--- src/rtl/pipe_ctrl_pkg.sv ---
// Shared types and encodings for the pipeline controller: per-register control
// codes, FSM state codes and small helper functions.
package pipe_ctrl_pkg;

   typedef logic [1:0] CTRL_Wire_Bus;

   localparam CTRL_Wire_Bus CTRL_STATE_Normal = 2'b00;
   localparam CTRL_Wire_Bus CTRL_STATE_Block  = 2'b01;
   localparam CTRL_Wire_Bus CTRL_STATE_Flush  = 2'b10;

   typedef enum logic [0:0] {
      RUN      = 1'b0,
      MEM_WAIT = 1'b1
   } pipe_state_e;

   localparam logic [7:0] MEM_TIMEOUT_DEFAULT = 8'd255;

   typedef struct packed {
      CTRL_Wire_Bus pc;
      CTRL_Wire_Bus if_id;
      CTRL_Wire_Bus id_ex;
      CTRL_Wire_Bus ex_mem;
      CTRL_Wire_Bus mem_wb;
   } ctrl_bundle_t;

   function automatic ctrl_bundle_t mk_ctrl(input CTRL_Wire_Bus pc,
                                            input CTRL_Wire_Bus if_id,
                                            input CTRL_Wire_Bus id_ex,
                                            input CTRL_Wire_Bus ex_mem,
                                            input CTRL_Wire_Bus mem_wb);
      mk_ctrl = '{pc: pc, if_id: if_id, id_ex: id_ex, ex_mem: ex_mem, mem_wb: mem_wb};
   endfunction

   // Saturating increment: performance counters stick at all-ones.
   function automatic logic [31:0] sat_inc32(input logic [31:0] v);
      sat_inc32 = (v == 32'hFFFF_FFFF) ? v : v + 32'd1;
   endfunction

endpackage

--- src/rtl/pipe_ctrl_hazard_detect.sv ---
// Load-use hazard detection: an EX load writing a register that ID is about
// to read must hold ID for one cycle. Register 0 never creates a hazard.
module hazard_detect
   import pipe_ctrl_pkg::*;
(
   input  logic [4:0] id_rs1_addr_i,
   input  logic [4:0] id_rs2_addr_i,
   input  logic       id_rs1_read_i,
   input  logic       id_rs2_read_i,
   input  logic [4:0] ex_rd_addr_i,
   input  logic       ex_wreg_i,
   input  logic       ex_is_load_i,
   output logic       load_use_o
);

   logic rs1_hit_s;
   logic rs2_hit_s;

   // Compare both ID sources against the EX destination.
   always_comb begin
      rs1_hit_s  = id_rs1_read_i & (id_rs1_addr_i == ex_rd_addr_i);
      rs2_hit_s  = id_rs2_read_i & (id_rs2_addr_i == ex_rd_addr_i);
      load_use_o = ex_is_load_i & ex_wreg_i & (ex_rd_addr_i != 5'd0) & (rs1_hit_s | rs2_hit_s);
   end

endmodule

--- src/rtl/pipe_ctrl.sv ---
// Pipeline hazard controller: prioritises memory stall, branch redirect,
// load-use and fetch stall into per-register load/hold/bubble controls.
module pipe_ctrl
   import pipe_ctrl_pkg::*;
#(
   parameter logic [7:0] MEM_TIMEOUT = MEM_TIMEOUT_DEFAULT
) (
   input  logic         clk,
   input  logic         rst,
   input  logic [4:0]   id_rs1_addr_i,
   input  logic [4:0]   id_rs2_addr_i,
   input  logic         id_rs1_read_i,
   input  logic         id_rs2_read_i,
   input  logic [4:0]   ex_rd_addr_i,
   input  logic         ex_wreg_i,
   input  logic         ex_is_load_i,
   input  logic         ex_branch_taken_i,
   input  logic         if_req_i,
   input  logic         if_ack_i,
   input  logic         mem_req_i,
   input  logic         mem_ack_i,
   output CTRL_Wire_Bus pc_ctrl_o,
   output CTRL_Wire_Bus if_id_ctrl_o,
   output CTRL_Wire_Bus id_ex_ctrl_o,
   output CTRL_Wire_Bus ex_mem_ctrl_o,
   output CTRL_Wire_Bus mem_wb_ctrl_o,
   output logic         bus_err_o,
   output logic [31:0]  stall_cnt_o,
   output logic [31:0]  flush_cnt_o
);

   localparam logic [7:0] TIMEOUT_LAST = MEM_TIMEOUT - 8'd1;

   pipe_state_e  state_q, state_d;
   logic [7:0]   wait_cnt_q, wait_cnt_d;
   logic [31:0]  stall_cnt_q, stall_cnt_d;
   logic [31:0]  flush_cnt_q, flush_cnt_d;

   logic         load_use_s;
   logic         timeout_hit_s;
   logic         mem_stall_s;
   logic         fetch_stall_s;
   logic         branch_win_s;
   ctrl_bundle_t ctrl_s;
   ctrl_bundle_t ctrl_out_s;

   hazard_detect u_hazard_detect (
      .id_rs1_addr_i (id_rs1_addr_i),
      .id_rs2_addr_i (id_rs2_addr_i),
      .id_rs1_read_i (id_rs1_read_i),
      .id_rs2_read_i (id_rs2_read_i),
      .ex_rd_addr_i  (ex_rd_addr_i),
      .ex_wreg_i     (ex_wreg_i),
      .ex_is_load_i  (ex_is_load_i),
      .load_use_o    (load_use_s)
   );

   // The timeout cycle counts as an ack, so it releases the stall.
   always_comb begin
      timeout_hit_s = (state_q == MEM_WAIT) && (wait_cnt_q == TIMEOUT_LAST);
      mem_stall_s   = mem_req_i & ~mem_ack_i & ~timeout_hit_s;
      fetch_stall_s = if_req_i & ~if_ack_i;
   end

   // Priority resolution of the pipeline control pattern.
   always_comb begin
      branch_win_s = 1'b0;
      ctrl_s = mk_ctrl(CTRL_STATE_Normal, CTRL_STATE_Normal, CTRL_STATE_Normal,
                       CTRL_STATE_Normal, CTRL_STATE_Normal);
      if (mem_stall_s) begin
         ctrl_s = mk_ctrl(CTRL_STATE_Block, CTRL_STATE_Block, CTRL_STATE_Block,
                          CTRL_STATE_Block, CTRL_STATE_Flush);
      end else if (ex_branch_taken_i) begin
         branch_win_s = 1'b1;
         ctrl_s = mk_ctrl(CTRL_STATE_Normal, CTRL_STATE_Flush, CTRL_STATE_Flush,
                          CTRL_STATE_Normal, CTRL_STATE_Normal);
      end else if (load_use_s) begin
         ctrl_s = mk_ctrl(CTRL_STATE_Block, CTRL_STATE_Block, CTRL_STATE_Flush,
                          CTRL_STATE_Normal, CTRL_STATE_Normal);
      end else if (fetch_stall_s) begin
         ctrl_s = mk_ctrl(CTRL_STATE_Block, CTRL_STATE_Flush, CTRL_STATE_Normal,
                          CTRL_STATE_Normal, CTRL_STATE_Normal);
      end else begin
         ctrl_s = mk_ctrl(CTRL_STATE_Normal, CTRL_STATE_Normal, CTRL_STATE_Normal,
                          CTRL_STATE_Normal, CTRL_STATE_Normal);
      end
   end

   // Reset forces bubbles into every pipeline register.
   always_comb begin
      ctrl_out_s = ctrl_s;
      if (!rst) begin
         ctrl_out_s = mk_ctrl(CTRL_STATE_Flush, CTRL_STATE_Flush, CTRL_STATE_Flush,
                              CTRL_STATE_Flush, CTRL_STATE_Flush);
      end else begin
         ctrl_out_s = ctrl_s;
      end
   end

   assign pc_ctrl_o     = ctrl_out_s.pc;
   assign if_id_ctrl_o  = ctrl_out_s.if_id;
   assign id_ex_ctrl_o  = ctrl_out_s.id_ex;
   assign ex_mem_ctrl_o = ctrl_out_s.ex_mem;
   assign mem_wb_ctrl_o = ctrl_out_s.mem_wb;
   assign bus_err_o     = rst & timeout_hit_s;
   assign stall_cnt_o   = stall_cnt_q;
   assign flush_cnt_o   = flush_cnt_q;

   // Next-state for the MEM wait FSM, its wait counter and the perf counters.
   always_comb begin
      state_d    = state_q;
      wait_cnt_d = wait_cnt_q;
      case (state_q)
         RUN: begin
            wait_cnt_d = 8'd0;
            if (mem_req_i && !mem_ack_i) begin
               state_d = MEM_WAIT;
            end else begin
               state_d = RUN;
            end
         end
         MEM_WAIT: begin
            if (mem_ack_i || timeout_hit_s) begin
               state_d    = RUN;
               wait_cnt_d = 8'd0;
            end else if (wait_cnt_q != 8'hFF) begin
               wait_cnt_d = wait_cnt_q + 8'd1;
            end else begin
               wait_cnt_d = wait_cnt_q;
            end
         end
         default: begin
            state_d    = RUN;
            wait_cnt_d = 8'd0;
         end
      endcase

      if (ctrl_out_s.pc == CTRL_STATE_Block) begin
         stall_cnt_d = sat_inc32(stall_cnt_q);
      end else begin
         stall_cnt_d = stall_cnt_q;
      end

      if (branch_win_s) begin
         flush_cnt_d = sat_inc32(flush_cnt_q);
      end else begin
         flush_cnt_d = flush_cnt_q;
      end
   end

   // State registers; reset abandons any outstanding MEM wait.
   always_ff @(posedge clk or negedge rst) begin
      if (!rst) begin
         state_q     <= RUN;
         wait_cnt_q  <= 8'd0;
         stall_cnt_q <= 32'd0;
         flush_cnt_q <= 32'd0;
      end else begin
         state_q     <= state_d;
         wait_cnt_q  <= wait_cnt_d;
         stall_cnt_q <= stall_cnt_d;
         flush_cnt_q <= flush_cnt_d;
      end
   end

endmodule

--- config.mk ---
export PLATFORM = sky130hd
export DESIGN_NAME = pipe_ctrl
export DESIGN_NICKNAME = d
export VERILOG_FILES = /design/src/rtl/pipe_ctrl_pkg.sv /design/src/rtl/pipe_ctrl_hazard_detect.sv /design/src/rtl/pipe_ctrl.sv
export SDC_FILE = /design/constraint.sdc
export NUM_CORES = 1
export LEC_CHECK = 0
export ABC_AREA = 1
export CORE_MARGIN = 3
export CORE_UTILIZATION = 45
export DETAILED_ROUTE_END_ITERATION = 10
export MAX_ROUTING_LAYER = met4
export PLACE_DENSITY = 0.72
export SYNTH_ARGS = -nofsm -noshare
export SYNTH_HDL_FRONTEND = slang
export SYNTH_SLANG_ARGS = --single-unit
--- constraint.sdc ---
create_clock -name clk -period 4.6 [get_ports clk]
set_input_delay 0.92 -clock clk [delete_from_list [all_inputs] [get_ports clk]]
set_output_delay 0.92 -clock clk [all_outputs]
set_load 0.02 [all_outputs]
==> results of run 1 <==
==> metrics by stage <==
stage	hold slack (ns)	worst slack, ns	instance area (µm²)
2_1_floorplan	0.474	1.82	4890
3_3_place_gp	0.499	0.942	5930
3_5_place_dp	0.505	0.888	5930
4_1_cts	0.399	0.886	6090
5_1_grt	0.407	0.740	6090
6_report	0.401	0.891	6090
==> worst max-delay path by stage <==
stage                                  to  slack, ns  depth (start not counted)
after global placement       pc_ctrl_o[0]       0.94                         10
after floorplan           if_id_ctrl_o[1]       1.82                          9
after detailed placement     pc_ctrl_o[0]       0.89                         10
after global routing         pc_ctrl_o[0]       0.74                         10
after CTS                    pc_ctrl_o[0]       0.89                         10
final                     if_id_ctrl_o[0]       0.89                         10
==> sequential cells by signal, summed over array words and instances (netlist names) <==
register / cells
stall_cnt_o: 32
flush_cnt_o: 32
wait_cnt_q: 8
state_q: 1
==> cell families (layout without fill, tap and decap cells) <==
logic type,count (synthesis),count (layout)
other cells,1,1
flops,73,73
compound gates,28,28
xor+xnor,49,49
fa+ha+maj,4,4
simple gates,472,472
buf+inv,88,186
==> power by group through the flow <==
stage	registers (mW)	clock network [mW]	logic (mW)
3_5_place_dp	0.779	0	0.392
6_report	0.769	0.453	0.387
4_1_cts	0.768	0.465	0.392
3_3_place_gp	0.778	0	0.381
5_1_grt	0.779	0.492	0.432
2_1_floorplan	0.824	0	0.158
==> worst max-delay path: cells and delay by family <==
kind / cells / cell delay (ns)
and+or+nand+nor: 7 / 0.68
buffers and inverters: 3 / 1.20
==> cells in the mapped netlist, drive strengths merged <==
master	count	area (µm²)
buf	18	146
nand4	16	100
a211oi	1	7.51
xor2	29	254
inv	70	263
o21bai	1	7.51
nand2	275	1040
dfrtp	73	1830
nor2	81	309
nand3	60	328
ha	4	50.1
conb	1	3.75
xnor2	20	175
o21ai	21	105
nand3b	6	45.0
o31ai	1	7.51
nor3b	3	22.5
a21oi	4	23.8
nor4	1	6.26
nor3	30	166
==> cells in the final DEF (no fill, tap or decap), types with 3 or more instances in the layout <==
master	n
nand3_1	56
nor3_1	28
nand3_2	3
nand3b_1	6
nand2_1	272
xnor2_1	20
clkdlybuf4s50_1	98
xor2_1	29
dfrtp_1	73
a21oi_1	3
o21ai_0	21
nor3b_1	3
inv_1	68
clkbuf_8	11
nand4_1	16
buf_4	4
nor2_1	79
clkbuf_1	3
ha_1	4
==> cell type report <==
type                            instances  area [µm²]
Clock buffer                           14         163
Tap cell                              136         170
Inverter                               70         263
Multi-Input combinational cell        554        2660
Sequential cell                        73        1830
Timing Repair Buffer                  102        1010
Fill cell                            1026        4370
==> per-layer routing <==
layer	track usage, %	wire length (µm)	vias up
met5	-	0	-
met1	31.0	5990	2242
met2	39.7	6350	124
li1	-	-	2440
met4	8.00	293	0
met3	3.15	574	22
==> results.sh, run 1 <==
export IMPL_grt_max_degree=65
export IMPL_synth_xor_area_share_pct=8.77
export IMPL_critPathMaxFanout=3
export IMPL_initial_core_util_pct=46.8
export IMPL_p_int_mw=1.08
export IMPL_fp_dieH_um=110
export IMPL_firstDrtPassIters=4
export IMPL_antenna_cells=0
export IMPL_yosysSeqAreaShare_pct=37.3
export IMPL_pwr_share_seq_pct=47.8
export IMPL_report_final_slew_viol_count=0
export IMPL_clock_sinks=73
export IMPL_ios=101
export IMPL_critPathLaunch="ex_rd_addr_i[3]"
export IMPL_routed_wl_um=13200
export IMPL_vias_per_cell=5.09
export IMPL_post_route_util_pct=58.2
export IMPL_cp_required_ns=3.68
export IMPL_grt_pass1_wl_um=22500
export IMPL_drive_above_1_share_pct=3.57
export IMPL_r2r_start="stall_cnt_o[0]"
export IMPL_r2r_cells=9
export IMPL_cts_reportedPaths_clkPinSlew_ns=0.07
export IMPL_std_cell_rows=37
export IMPL_cp_slowest_cell="clkdlybuf4s50_1"
export IMPL_placed_cells=935
export IMPL_worst_r2r_setup_slack_ns=2.06
export IMPL_crit_arrival_ns=2.79
export IMPL_cts_tree="done"
export IMPL_crit_path_frequent_cell="nand2_1"
export IMPL_dr_total_vias=4828
export IMPL_power_density_nw_per_um2=264
export IMPL_cts_buffer_depth=2
export IMPL_min_period_ns=3.71
export IMPL_relSlewSlack_pct=45.4
export IMPL_drc=0
export IMPL_ys_warn_count=0
export IMPL_maxCapViolations=0
export IMPL_layoutNonFillerInstCount=949
export IMPL_r2r_end="stall_cnt_o[15]"
export IMPL_ir_worst_vdd_uv=190
export IMPL_synth_mux_area_share_pct=0
export IMPL_first_iter_violations=268
export IMPL_pwr_share_comb_pct=24.1
export IMPL_root_buffer="clkbuf_8"
export IMPL_p_sw_uw=524
export IMPL_port_buffers=99
export IMPL_synth_simple_area_share_pct=41.3
export IMPL_dieArea_um2=12200
export IMPL_core_area_um2=10500
export IMPL_grt_pass1_vias=4702
export IMPL_power_total_mw=1.61
export IMPL_clkPwrFrac_pct=28.1
export IMPL_period_share_pct=80.6
export IMPL_start_kind="input pin"
export IMPL_synthAdderAreaFrac_pct=1.02
export IMPL_tns_ns=0
export IMPL_gr_total_overflow=0
export IMPL_timing_final_hold_violations=0
export IMPL_fmax_mhz=270
export IMPL_fin_skew_ns=0.00838
export IMPL_clk_latency_ns=0.36
export IMPL_finalSetupViolCount=0
export IMPL_crit_type="input pin to output port"
export IMPL_hold_buffers=0
export IMPL_synth_distinct_cells=31
export IMPL_path_cells="clkdlybuf4s50_1 > inv_1 > nand2_1 > nand2_1 > nor2_1 > nand3_1 > nand2_1 > nand3_1 > nand2_1 > clkdlybuf4s50_1"
export IMPL_numCtsBuffers=9
export IMPL_status="finished clean"
export IMPL_tightest_slew_ns=0.819
export IMPL_die_w_um=110
export IMPL_cts_resized=0
export IMPL_antenna_found_initial=0
export IMPL_syn_inst=715
export IMPL_p_leak_nw=2.86
export IMPL_postCtsSetupBuffers=0
export IMPL_synth_top_family_by_area="simple AND/OR/NAND/NOR gates"
export IMPL_ant_nets=0
export IMPL_h_tree_depth=3
export IMPL_syn_area_um2=4890
export IMPL_dp_hpwl_um=9980
export IMPL_cp_end_kind="output port"
export IMPL_switching_share_pct=32.6
export IMPL_fin_nets=840
export IMPL_holdCritPathClass="input pin to async pin"
export IMPL_synthToLayoutAreaGrowth_pct=24.5
export IMPL_gp_congestion=0.963
export IMPL_synth_fp_nets=745
export IMPL_rsz0062_at_grt="false"
export IMPL_synth_compound_area_share_pct=3.09
export IMPL_wl_per_cell_um=13.9
export IMPL_critPathMaxStageDelay_ns=0.61
export IMPL_grt_total_usage_pct=24.2
export IMPL_ys_ff_latch=73
export IMPL_syn_avg_cell_area_um2=6.84
Note: power is estimated with default switching activity, not from simulation.
==> inputs of run 2 (changes only) <==
--- a/config.mk
+++ b/config.mk
@@ -10,7 +10,7 @@
 export CORE_UTILIZATION = 45
 export DETAILED_ROUTE_END_ITERATION = 10
 export MAX_ROUTING_LAYER = met4
-export PLACE_DENSITY = 0.72
+export PLACE_DENSITY = 0.74
 export SYNTH_ARGS = -nofsm -noshare
 export SYNTH_HDL_FRONTEND = slang
 export SYNTH_SLANG_ARGS = --single-unit
==> constraint.sdc (replaced) <==
create_clock -name clk -period 3.4 [get_ports clk]
set_input_delay 0.68 -clock clk [delete_from_list [all_inputs] [get_ports clk]]
set_output_delay 0.68 -clock clk [all_outputs]
set_load 0.02 [all_outputs]
==> run 2 against run 1 <==
Core utilization increased by 0.55 points. Worst setup slack got worse by 0.66 ns. Combinational power increased by 36%. Clock power increased by 60%. Critical path type unchanged. Register-to-register slack got worse by 1.0 ns. Sequential power increased by 35%. Via count increased by 1.4%. Global-route usage increased by 0.33 points. Flip-flop and latch count unchanged. First-iteration DRC count increased by 7.5%. Highest routed layer unchanged.
==> results.sh, run 2 (synthesis gave the netlist of run 1 again) <==
export IMPL_status="finished clean"
export IMPL_fin_skew_ns=0.0108
export IMPL_gp_congestion=0.967
export IMPL_rsz0062_at_grt="false"
export IMPL_crit_path_frequent_cell="nand2_1"
export IMPL_critPathMaxStageDelay_ns=0.62
export IMPL_die_w_um=110
export IMPL_dp_slack_ns=0.166
export IMPL_crit_type="input pin to output port"
export IMPL_layout_commonest_cell="nand2_1"
export IMPL_r2r_cells=10
export IMPL_period_share_pct=93.3
export IMPL_power_density_nw_per_um2=373
export IMPL_core_area_um2=10500
export IMPL_maxCapViolations=0
export IMPL_holdCritPathClass="input pin to async pin"
export IMPL_cts_buffer_depth=2
export IMPL_h_tree_depth=3
export IMPL_cts_reportedPaths_clkPinSlew_ns=0.07
export IMPL_tns_ns=0
export IMPL_cp_end_kind="output port"
export IMPL_worst_r2r_setup_slack_ns=1.03
export IMPL_fin_nets=841
export IMPL_finalSetupViolCount=0
export IMPL_ant_nets=0
export IMPL_grt_max_degree=73
export IMPL_antenna_cells=0
export IMPL_clk_latency_ns=0.36
export IMPL_clock_sinks=73
export IMPL_critPathMaxFanout=4
export IMPL_grt_pass1_wl_um=22700
export IMPL_ios=101
export IMPL_fmax_mhz=315
export IMPL_vias_per_cell=5.14
export IMPL_drive_above_1_share_pct=4.29
export IMPL_antenna_found_initial=0
export IMPL_relSlewSlack_pct=37.5
export IMPL_start_kind="input pin"
export IMPL_hold_buffers=0
export IMPL_dr_total_vias=4895
export IMPL_port_buffers=99
export IMPL_worst_slack_ns=0.229
export IMPL_final_area_um2=6150
export IMPL_grt_total_usage_pct=24.5
export IMPL_cp_required_ns=2.72
export IMPL_p_leak_nw=2.93
export IMPL_root_buffer="clkbuf_8"
export IMPL_min_period_ns=3.17
export IMPL_tightest_slew_ns=0.938
export IMPL_gr_total_overflow=0
export IMPL_drc=0
export IMPL_path_cells="clkdlybuf4s50_1 > inv_1 > nand2_1 > nand2_1 > nor2_1 > nand3_1 > nand2_1 > nand2_1 > a21oi_1 > clkdlybuf4s50_1"
export IMPL_grt_pass1_vias=4795
export IMPL_synthToLayoutAreaGrowth_pct=25.7
export IMPL_crit_arrival_ns=2.49
export IMPL_cts_tree="done"
export IMPL_post_dp_cell_area_um2=5930
export IMPL_dieArea_um2=12200
export IMPL_cp_slowest_cell="clkdlybuf4s50_1"
export IMPL_ir_worst_vdd_uv=458
export IMPL_dp_hpwl_um=10100
export IMPL_first_iter_violations=288
export IMPL_numCtsBuffers=9
export IMPL_report_final_slew_viol_count=0
export IMPL_firstDrtPassIters=4
export IMPL_std_cell_rows=37
export IMPL_timing_final_hold_violations=0
export IMPL_wl_per_cell_um=14.4
export IMPL_initial_core_util_pct=46.8
export IMPL_fp_dieH_um=110
export IMPL_routed_wl_um=13700
export IMPL_final_cell_mix="nand2_1 (272), clkdlybuf4s50_1 (95), nor2_1 (79)"
-- run 2: changes by cell type in the layout (fill, tap and decap cells not counted) --
cell | before | now
clkbuf_1 | 3 | 0
buf_4 | 4 | 5
dlymetal6s2s_1 | 0 | 3
clkinv_2 | 0 | 3
clkinv_4 | 0 | 1
bufinv_16 | 0 | 1
clkdlybuf4s50_1 | 98 | 95
-- run 2: path summary, 6_finish.rpt --
path,start,to
setup / recovery,ex_rd_addr_i[1],id_ex_ctrl_o[1]
hold / removal,rst,state_q
setup reg to reg,stall_cnt_o[0],stall_cnt_o[17]
hold reg to reg,state_q,state_q
max in group asynchronous,rst,flush_cnt_o[4]
min in group clk,state_q,state_q
-- run 2: area by class of cell --
type	count	area, µm²
clock buffers	11	151
clock inverters	5	53.8
fillers	1011	4320
inverters	70	263
multi-input cells	554	2660
flip-flops and latches	73	1830
well taps	136	170
repair buffers	103	1030
-- run 2: through the flow --
stage / utilization, % / power [mW] / hold slack [ns] / cells
2_1_floorplan: - / 1.33 / 0.384 / 715
3_3_place_gp: 56.7 / 1.57 / 0.488 / 936
3_5_place_dp: 56.7 / 1.59 / 0.490 / 936
4_1_cts: 58.7 / 2.32 / 0.0975 / 952
5_1_grt: 58.8 / 2.41 / 0.0888 / 952
6_report: 58.8 / 2.29 / 0.116 / 952
-- run 2: power by group --
part,total (mW),internal [mW],switching (mW)
registers,1.04,0.937,0.105
logic,0.525,0.230,0.295
clock network,0.727,0.377,0.350
total,2.29,1.54,0.749
-- run 2: worst max-delay path, delay by kind of cell --
family	cells	cell delay, ns
simple gates	6	0.44
compound gates	1	0.12
buf+inv	3	1.24
-- run 2: layer usage --
metal,vias to the layer above,global-route usage [%],share of wire (%)
met4,0,8.97,2.6
met1,2270,29.4,43
met3,27,4.25,5.2
li1,2446,-,-
met5,-,-,0
met2,152,41.5,49
-- run 2: what timing repair did --
item,4_1_cts,5_1_grt
endpoints found under the setup margin,0,3
setup buffers,0,0
hold endpoints to repair,0,0
gates resized for setup,0,3
==> RTL edit (settings of run 1) <==
Put one more register stage on the output `flush_cnt_o`, with the module's reset. The value now appears one clock later. The other outputs are not delayed to match.
--- a/src/rtl/pipe_ctrl.sv
+++ b/src/rtl/pipe_ctrl.sv
@@ -106,3 +106,9 @@
    assign stall_cnt_o   = stall_cnt_q;
-   assign flush_cnt_o   = flush_cnt_q;
+   always_ff @(posedge clk or negedge rst) begin
+      if (!rst) begin
+         flush_cnt_o <= '0;
+      end else begin
+         flush_cnt_o <= flush_cnt_q;
+      end
+   end
 
Behaviour: not the same (Yosys sat finds a counterexample within 4 cycles, from zero or initial values and one cycle with rst low).
==> RTL edit against run 1 <==
  * Cell area up 18%
  * Worst hold slack better by 8.4 ps
  * Wire length up 7.4%
  * Critical path type unchanged
  * Clock power up 65%
  * Largest cell class unchanged
  * Synthesized area up 18%
  * Final cell count up 7.4%
  * Sequential cell count up 32
  * Register-to-register slack better by 190 ps
  * Total power up 38%
  * Clock skew down 2.0 ps
  * Count of clock-buffer cells in the layout down 4
  * Core utilization down 0.053 points
  * Worst setup slack worse by 3.6 ps
  * Non-clock buffer count up 1
  * Largest power group unchanged
==> RTL edit: results (changes against run 1) <==
[timing]
finClkSkew_ps=6.350  ; was 8.382 ps
hold_ws_ps=409.4  ; was 401.0 ps
worst_pin_slew_ps=754.1  ; was 819.1 ps

[pwr]
vdd_drop_max_uv=246.9  ; was 189.6 uV

[yosys]
netlist_top_cells_count=nand2_1 (254), dfrtp_1 (105), nor2_1 (76), inv_1 (74), nand3_1 (59)  ; was nand2_1 (272), nor2_1 (79), dfrtp_1 (73), inv_1 (68), nand3_1 (56)
ys_top_cells_by_area=dfrtp_1 (45%), nand2_1 (16%), nand3_1 (5.1%), nor2_1 (4.9%), inv_1 (4.8%)  ; was dfrtp_1 (37%), nand2_1 (21%), nor2_1 (6.1%), nand3_1 (5.7%), inv_1 (5.2%)
ys_types=34  ; was 31
syn_nets=781  ; was 745

[clocking]
root_buffer=clkbuf_16  ; was clkbuf_8
clock_latency_ps=340  ; was 360 ps

[global_route]
grtUsageTotal_pct=21.22  ; was 24.17%
grt_util_met1_pct=25.54  ; was 31.03%
first_global_vias=5046  ; was 4702
met2_usage_pct=36.95  ; was 39.73%
grt_pass1_wl_mm=24.04  ; was 22.45 mm
grt_max_degree=66  ; was 65

[cells_and_area]
nFillCells=1118  ; was 1026
layout-drive-gt1-share_pct=8.108  ; was 3.567%

[detailed_routing]
wl_met3_um=620  ; was 574 um
routedWlPerCell_um=13.92  ; about the same
vias=5117  ; was 4828

[placed_design]
place.gp.congestion=0.9046  ; was 0.9630
hpwlAfterDp_mm=10.78  ; was 9.978 mm

[setup_path]
timing.rr.start=wait_cnt_q[0]  ; was stall_cnt_o[0]

[worst_hold_path]
hp-class=reg2reg  ; was in2async

[status]
outcome=complete, no violations  ; unchanged

==> RTL edit: through the flow <==
stage	area (um2)	worst slack [ps]
global placement	6877	962.5
global route	7159	759.6
finish	7159	887.4
floorplan	5789	1661
detailed placement	6877	898.7
CTS	7159	898.6
==> RTL edit: kinds of logic after synthesis <==
| kind of cell | Yosys count | share of synthesized area (%) |
|---|---|---|
| other cells | 1 | 0.06477 |
| flops | 105 | 45.39 |
| buf+inv | 95 | 7.499 |
| xor+xnor | 40 | 6.052 |
| compound gates | 27 | 2.766 |
| fa+ha+maj | 4 | 0.8645 |
| simple gates | 479 | 37.37 |
==> RTL edit: final cells by class <==
| type | count | area, um2 | area share (%) |
|---|---|---|---|
| timing repair buffer | 103 | 1018 | 14.23 |
| multi-input combinational | 551 | 2728 | 38.10 |
| inverter | 78 | 292.8 | 4.089 |
| tap | 168 | 210.2 | 2.936 |
| clock buffer | 10 | 229.0 | 3.198 |
| clock inverter | 4 | 53.80 | 0.7515 |
| sequential | 105 | 2628 | 36.70 |
==> RTL edit: worst max path at each step <==
| stage | from | slack (ps) | to |
|---|---|---|---|
| 6_report | ex_rd_addr_i[1] | 890 | if_id_ctrl_o[0] |
| 2_1_floorplan | mem_req_i | 1660 | pc_ctrl_o[0] |
| 3_3_place_gp | ex_rd_addr_i[0] | 960 | if_id_ctrl_o[0] |
| 4_1_cts | ex_rd_addr_i[4] | 900 | if_id_ctrl_o[0] |
| 3_5_place_dp | ex_rd_addr_i[1] | 900 | if_id_ctrl_o[0] |
| 5_1_grt | ex_rd_addr_i[1] | 760 | if_id_ctrl_o[0] |
==> RTL edit: where the power goes <==
group	leakage, uW	switching, uW	internal, uW
combinational	0.00174	221	172
sequential	0.00143	75.8	1000
clock	0.000131	328	418
